===== src/rtl/offset_apply_if.sv =====
// offset_apply_if -- bus bundle between the tuning front end and offset_apply.
//   Tuning side (master) drives: sys_status, offset, cur_sec, alarm_sec.
//   offset_apply (slave) drives: load_sec, load_valid, load_target, busy,
//                                preview_sec, preview_valid.
interface offset_apply_if;
  logic [2:0]  sys_status;
  logic [19:0] offset;
  logic [16:0] cur_sec;
  logic [16:0] alarm_sec;
  logic [16:0] load_sec;
  logic        load_valid;
  logic        load_target;
  logic        busy;
  logic [16:0] preview_sec;
  logic        preview_valid;

  modport master (
    output sys_status, offset, cur_sec, alarm_sec,
    input  load_sec, load_valid, load_target, busy, preview_sec, preview_valid
  );

  modport slave (
    input  sys_status, offset, cur_sec, alarm_sec,
    output load_sec, load_valid, load_target, busy, preview_sec, preview_valid
  );
endinterface


===== src/rtl/offset_apply.sv =====
// offset_apply -- applies the biased tuning offset to a captured base time.
// On entry to clock/alarm tuning the base (cur_sec or alarm_sec) is captured.
// On leaving the mode, base + (offset - OFFSET_INIT) is normalized modulo
// DAY_SEC one correction step per cycle, then a one-cycle load strobe is issued.
//
// Ports:
//   clk, rst_n   clock, asynchronous active-low reset
//   bus (slave)  sys_status/offset/cur_sec/alarm_sec in;
//                load_sec/load_valid/load_target/busy/preview_sec/preview_valid out
//
// Build option: OFFSET_APPLY_PREVIEW_EN -- when defined, the tuned value is
// normalized continuously during tuning and shown on preview_sec/preview_valid;
// when undefined those outputs are tied to 0.
module offset_apply #(
  parameter logic [2:0]  S_TUNING      = 3'd3,
  parameter logic [2:0]  S_ALARMTUNING = 3'd5,
  parameter logic [19:0] OFFSET_INIT   = 20'h7ffff,
  parameter int unsigned DAY_SEC       = 86400
) (
  input  logic          clk,
  input  logic          rst_n,
  offset_apply_if.slave bus
);

  typedef enum logic [1:0] {IDLE, TRACK, NORM, LOAD} state_t;

  localparam logic signed [20:0] DAY = 21'(DAY_SEC);

  state_t             state_q;
  logic [16:0]        base_q;
  logic               tgt_q;        // 0 = clock counter, 1 = alarm register
  logic signed [20:0] sum_q;
  logic               commit_q;     // current NORM run ends in a load
  logic [16:0]        load_sec_q;
  logic               load_valid_q;
  logic               load_target_q;
  logic               busy_q;

  logic signed [20:0] sum_d;
  logic               in_mode;

`ifdef OFFSET_APPLY_PREVIEW_EN
  logic [16:0] preview_sec_q;
  logic        preview_valid_q;
  logic        pend_q;        // preview run owed for a fresh TRACK entry
  logic [19:0] off_used_q;    // offset the latest preview run was started from
  logic [19:0] off_prev_q;    // offset one cycle ago, for change detection
`endif

  // Unsigned 21-bit arithmetic wraps to the correct two's-complement value,
  // since the true result always lies within -524287..610687.
  always_comb begin
    sum_d   = $signed({4'b0, base_q} + {1'b0, bus.offset} - {1'b0, OFFSET_INIT});
    in_mode = (bus.sys_status == (tgt_q ? S_ALARMTUNING : S_TUNING));
  end

  always_ff @(posedge clk or negedge rst_n) begin
    if (!rst_n) begin
      state_q       <= IDLE;
      base_q        <= '0;
      tgt_q         <= 1'b0;
      sum_q         <= '0;
      commit_q      <= 1'b0;
      load_sec_q    <= '0;
      load_valid_q  <= 1'b0;
      load_target_q <= 1'b0;
      busy_q        <= 1'b0;
`ifdef OFFSET_APPLY_PREVIEW_EN
      preview_sec_q   <= '0;
      preview_valid_q <= 1'b0;
      pend_q          <= 1'b0;
      off_used_q      <= '0;
      off_prev_q      <= '0;
`endif
    end else begin
      load_valid_q <= 1'b0;
`ifdef OFFSET_APPLY_PREVIEW_EN
      off_prev_q <= bus.offset;
      if (bus.offset != off_prev_q) preview_valid_q <= 1'b0;
`endif
      case (state_q)
        IDLE: begin
          if (bus.sys_status == S_TUNING || bus.sys_status == S_ALARMTUNING) begin
            base_q  <= (bus.sys_status == S_ALARMTUNING) ? bus.alarm_sec : bus.cur_sec;
            tgt_q   <= (bus.sys_status == S_ALARMTUNING);
            busy_q  <= 1'b1;
            state_q <= TRACK;
`ifdef OFFSET_APPLY_PREVIEW_EN
            pend_q  <= 1'b1;
`endif
          end
        end

        TRACK: begin
          // Any status other than the captured mode (including a direct
          // switch to the other tuning mode) is an exit.
          if (!in_mode) begin
            if (bus.offset == OFFSET_INIT) begin
              busy_q  <= 1'b0;
              state_q <= IDLE;
`ifdef OFFSET_APPLY_PREVIEW_EN
              preview_valid_q <= 1'b0;
`endif
            end else begin
              sum_q    <= sum_d;
              commit_q <= 1'b1;
              state_q  <= NORM;
            end
          end
`ifdef OFFSET_APPLY_PREVIEW_EN
          // Compare against the offset of the last run, not of the last
          // cycle, so a change that landed mid-run is still picked up.
          else if (pend_q || bus.offset != off_used_q) begin
            sum_q      <= sum_d;
            commit_q   <= 1'b0;
            off_used_q <= bus.offset;
            pend_q     <= 1'b0;
            state_q    <= NORM;
          end
`endif
        end

        NORM: begin
          if (sum_q[20]) begin
            sum_q <= sum_q + DAY;
          end else if (sum_q >= DAY) begin
            sum_q <= sum_q - DAY;
          end else if (commit_q) begin
            load_sec_q    <= sum_q[16:0];
            load_target_q <= tgt_q;
            load_valid_q  <= 1'b1;
            state_q       <= LOAD;
          end else begin
`ifdef OFFSET_APPLY_PREVIEW_EN
            preview_sec_q   <= sum_q[16:0];
            preview_valid_q <= (bus.offset == off_used_q);
`endif
            state_q <= TRACK;
          end
        end

        LOAD: begin
          busy_q  <= 1'b0;
          state_q <= IDLE;
`ifdef OFFSET_APPLY_PREVIEW_EN
          preview_valid_q <= 1'b0;
`endif
        end

        default: begin
          busy_q  <= 1'b0;
          state_q <= IDLE;
        end
      endcase
    end
  end

  assign bus.load_sec    = load_sec_q;
  assign bus.load_valid  = load_valid_q;
  assign bus.load_target = load_target_q;
  assign bus.busy        = busy_q;
`ifdef OFFSET_APPLY_PREVIEW_EN
  assign bus.preview_sec   = preview_sec_q;
  assign bus.preview_valid = preview_valid_q;
`else
  assign bus.preview_sec   = '0;
  assign bus.preview_valid = 1'b0;
`endif

endmodule

===== src/flat_wrapper.sv =====
// flat-port wrapper written by rule: the top's interface ports become plain ports
module offset_apply_flat 
#(
  parameter logic [2:0]  S_TUNING      = 3'd3,
  parameter logic [2:0]  S_ALARMTUNING = 3'd5,
  parameter logic [19:0] OFFSET_INIT   = 20'h7ffff,
  parameter int unsigned DAY_SEC       = 86400
)
  (clk, rst_n, bus_sys_status, bus_offset, bus_cur_sec, bus_alarm_sec, bus_load_sec, bus_load_valid, bus_load_target, bus_busy, bus_preview_sec, bus_preview_valid);
  offset_apply_if bus_i ();
  input  logic clk;
  input  logic rst_n;
  input wire logic [$bits(bus_i.sys_status)-1:0] bus_sys_status;
  input wire logic [$bits(bus_i.offset)-1:0] bus_offset;
  input wire logic [$bits(bus_i.cur_sec)-1:0] bus_cur_sec;
  input wire logic [$bits(bus_i.alarm_sec)-1:0] bus_alarm_sec;
  output wire logic [$bits(bus_i.load_sec)-1:0] bus_load_sec;
  output wire logic [$bits(bus_i.load_valid)-1:0] bus_load_valid;
  output wire logic [$bits(bus_i.load_target)-1:0] bus_load_target;
  output wire logic [$bits(bus_i.busy)-1:0] bus_busy;
  output wire logic [$bits(bus_i.preview_sec)-1:0] bus_preview_sec;
  output wire logic [$bits(bus_i.preview_valid)-1:0] bus_preview_valid;
  assign bus_i.sys_status = bus_sys_status;
  assign bus_i.offset = bus_offset;
  assign bus_i.cur_sec = bus_cur_sec;
  assign bus_i.alarm_sec = bus_alarm_sec;
  assign bus_load_sec = bus_i.load_sec;
  assign bus_load_valid = bus_i.load_valid;
  assign bus_load_target = bus_i.load_target;
  assign bus_busy = bus_i.busy;
  assign bus_preview_sec = bus_i.preview_sec;
  assign bus_preview_valid = bus_i.preview_valid;
  offset_apply #(.S_TUNING(S_TUNING), .S_ALARMTUNING(S_ALARMTUNING), .OFFSET_INIT(OFFSET_INIT), .DAY_SEC(DAY_SEC)) u_core (.clk(clk), .rst_n(rst_n), .bus(bus_i));
endmodule

===== config.mk =====
export PLATFORM = sky130hd
export DESIGN_NAME = offset_apply_flat
export DESIGN_NICKNAME = d
export VERILOG_FILES = /design/src/rtl/offset_apply_if.sv /design/src/rtl/offset_apply.sv /design/src/flat_wrapper.sv
export SDC_FILE = /design/constraint.sdc
export NUM_CORES = 1
export LEC_CHECK = 0
export CORE_AREA = 10 10 104 106
export CTS_CLUSTER_DIAMETER = 120
export DETAILED_ROUTE_END_ITERATION = 8
export DIE_AREA = 0 0 114 116
export PLACE_DENSITY_LB_ADDON = 0.08
export SLEW_MARGIN = 20
export SYNTH_ARGS = -nofsm -noshare
export SYNTH_HDL_FRONTEND = slang
export SYNTH_SLANG_ARGS = --single-unit

===== constraint.sdc =====
create_clock -name clk -period 2.9 [get_ports clk]
set_clock_uncertainty 0.15 [all_clocks]
set_input_delay 0.435 -clock clk [delete_from_list [all_inputs] [get_ports clk]]
set_output_delay 0.435 -clock clk [all_outputs]
set_load 0.01 [all_outputs]

==> summary.txt <==
Worst setup path
  • CP Class: input port to flop
  • Flop2flop setup slack: 0.18 ns
  • WP data required: 3.03 ns
  • Crit. End Element: flop
  • WP data arrival: around 2.9 ns
  • Crit path max fanout: 4
  • R2R depth: 9
  • Crit start category: input port
  • R2r startpoint: u_core.sum_q[7]$_DFFE_PN0P_
  • R2R Path End: u_core.bus.load_sec[10]$_DFFE_PN0P_

STA
  • Setup WS post-layout: 0.155 ns
  • Achievable frequency: 364 MHz
  • Slew headroom: a little over half
  • Tmin final: roughly 2.7 ns
  • RSZ-0062 raised after global routing: false
  • Slew Viols, Final: 0
  • Worst-margin pin slew: 0.715 ns
  • Period utilisation layout: between 90% and 100%
  • Final setup fails: 0
  • Endpoints failing hold: 0

Floorplan
  • Initial Util: around half
  • Core area: 8680 µm²
  • # IOs: just under 100
  • Die ar.: 13200 µm²
  • Row count: 34
  • Die width: 114 µm
  • Die Ht: between 100 and 150 µm

Clock network
  • Clk Latency, worst-skew pair: 0.36 ns
  • CTS Buf Count: 9
  • Clock sink total: 62
  • CTS tree: done
  • Clock transition at path regs: ~0.08 ns
  • Clock Tree Root: clkbuf_8
  • Clock buffer depth: 2
  • H-tree levels: 3

Global route
  • Largest net degree at the start of global routing: 37
  • GR Util met3: 4.86%
  • Met1 usage: 23.2%
  • Busiest grt layer: met2
  • Global-route wire length before repair: 20100 µm
  • M2 GR Usage: approximately 29%
  • Overall global routing resource usage: 18.4%
  • Initial antenna violation count: 0
  • Gr ovfl total: 0
  • Vias in the first global route: 4215

Synth
  • Syn Area/Cell: 8.97 µm²
  • Top cell type by total area after synthesis: dfrtp_1
  • #FFs+latches synth: 62
  • Synth async-reset ratio: 100%
  • Leading post-synthesis cells by instance count: dfrtp_1 (62), nand2_1 (52), o21ai_0 (46)
  • YS warnings: 0
  • Most numerous cell in the Yosys netlist: dfrtp_1
  • Synthesized area: 4460 µm²
  • Unique masters post-synth: 65
  • Yosys top cell area share: 34.8%
  • Register area share after synthesis: 34.8%
  • Synth area leaders: dfrtp_1 (35%), ha_1 (5.3%), o21ai_0 (5.2%)
  • Ys flop type: dfrtp_1
  • Post-Synthesis Cells: 497
  • Number of flops mapped to enable cells by yosys: 0

Cells and area
  • Share of layout cells above drive strength 1: between 10% and 20%
  • Diodes inserted: 0
  • Fin nets: 691
  • Design area: 5780 µm²
  • Syn-to-layout area delta: 29.7%
  • Final core occ: 66.6%

Power and ir drop
  • Clk pwr share: about an eighth
  • Logic pwr share: 61.8%
  • NetSw: 2.69 mW
  • Power, Total: about 6 mW
  • Leakage power: between 2 and 3 nW
  • Internal power: 3.48 mW
  • P per Cell Area: 1070 nW/µm²
  • Reg power frac: 26.6%
  • Net Sw Frac: around 44%
  • Worst vdd ir: ~360 µV

Hold path
  • WHS Endpoint: u_core.bus.load_sec[7]$_DFFE_PN0P_
  • Worst hold path type: flop to flop
  • HP Start: u_core.bus.load_sec[7]$_DFFE_PN0P_
  • Hold path depth: 2

Route
  • Routed WL: approximately 12000 µm
  • Routed via count: 4090
  • Number of remaining DRC errors: 0
  • 1st-pass router iterations: 5
  • Vias per Instance: 5.64
  • Iteration-0 DRC Markers: 261
  • Post-route ant nets: 0
  • WL per Instance: 16.2 µm

Placement
  • Input/output buffers: 78
  • Place WS: -0.233 ns
  • DP HPWL: 9240 µm
  • GPL Wtd Cong: between 0.8 and 0.9
  • Dpl cell area: 5590 µm²

Status
  • Status: completed

Run
  • Max cap viols: 0
-- kinds of logic after synthesis --
group / share of synthesized area, %
AO/OA/AOI/OAI: 20.5
XOR/XNOR: 4.91
adder cells (fa/ha/maj): 5.78
buffers and inverters: 6.77
flip-flops: 34.8
multiplexers: 9.40
other: 0.0841
AND/OR/NAND/NOR: 17.7
-- cell type report --
type / instances / area (µm²)
Inverter: 10 / 37.5
Timing Repair Buffer: 132 / 1210
Clock buffer: 9 / 124
Multi-Input combinational cell: 397 / 2670
Tap cell: 108 / 135
Fill cell: 752 / 2900
Clock inverter: 7 / 57.6
Sequential cell: 62 / 1550
-- cells in the final DEF (no fill, tap or decap), drive strengths merged, types with 8 or more instances in the layout --
master	synthesis	final
clkdlybuf4s50	0	77
dfrtp	62	62
buf	27	54
nand2	53	53
o21ai	47	47
a21oi	31	31
nor2	29	29
mux2i	19	19
ha	19	19
conb	1	18
mux2	16	16
nor3	14	14
xor2	13	13
inv	10	13
xnor2	12	12
nand3	12	12
clkbuf	18	9
a31oi	8	8
-- routing by layer --
layer / part of all wire [%] / up-vias
met5: 0 / -
met4: 2.6 / 0
met3: 7.2 / 27
met2: 45 / 162
met1: 45 / 1888
li1: - / 2013
-- per-stage QoR --
| step | std cells | hold WS, ns | TNS (ns) |
|---|---|---|---|
| after floorplan | 514 | -0.0106 | 0 |
| after global placement | 708 | 0.312 | -0.913 |
| after detailed placement | 708 | 0.326 | -1.74 |
| after CTS | 725 | 0.343 | 0 |
| after global routing | 725 | 0.369 | 0 |
| final | 725 | 0.335 | 0 |
-- registers in the layout, indices dropped and copies added (netlist names) --
| name | count |
|---|---|
| u_core.state_q | 2 |
| u_core.sum_q | 21 |
| u_core.base_q | 17 |
| u_core.bus.busy | 1 |
| u_core.bus.load_target | 1 |
| u_core.bus.load_sec | 17 |
| u_core.commit_q | 1 |
| u_core.tgt_q | 1 |
| u_core.bus.load_valid | 1 |
-- worst max-delay path, stage by stage --
cell             delay (ns)
clkdlybuf4s50_1        0.47
inv_1                  0.04
ha_1                   0.21
fa_1                   0.39
nor2b_1                0.18
o31a_1                 0.20
o211ai_1               0.19
o21ai_1                0.19
o211ai_1               0.13
or3_1                  0.31
a31oi_1                0.13
-- worst max path at each step --
stage | slack [ns] | startpoint | cells past startpoint | endpoint
after floorplan | 0.36 | bus_offset[1] | 8 | u_core.sum_q[11]$_DFFE_PN0P_
after global placement | -0.17 | bus_offset[1] | 9 | u_core.sum_q[15]$_DFFE_PN0P_
after detailed placement | -0.23 | bus_offset[0] | 11 | u_core.sum_q[14]$_DFFE_PN0P_
after CTS | 0.15 | bus_offset[0] | 11 | u_core.sum_q[14]$_DFFE_PN0P_
after global routing | 0.02 | bus_offset[0] | 12 | u_core.sum_q[12]$_DFFE_PN0P_
final | 0.15 | bus_offset[0] | 11 | u_core.sum_q[14]$_DFFE_PN0P_
-- power by group through the flow --
stage / Combinational, mW / Sequential, mW / Clock, mW
3_3_place_gp: 3.68 / 1.62 / 0
4_1_cts: 3.80 / 1.63 / 0.736
5_1_grt: 4.25 / 1.71 / 0.772
2_1_floorplan: 2.52 / 1.55 / 0
3_5_place_dp: 3.76 / 1.65 / 0
6_report: 3.81 / 1.64 / 0.721
-- what timing repair did --
item	4_1_cts	5_1_grt
hold endpoints to repair	21	0
gates resized for setup	0	2
setup buffers	0	0
hold buffers	1	0
setup endpoints to repair	0	2
Power figures use the tool's default switching activity.
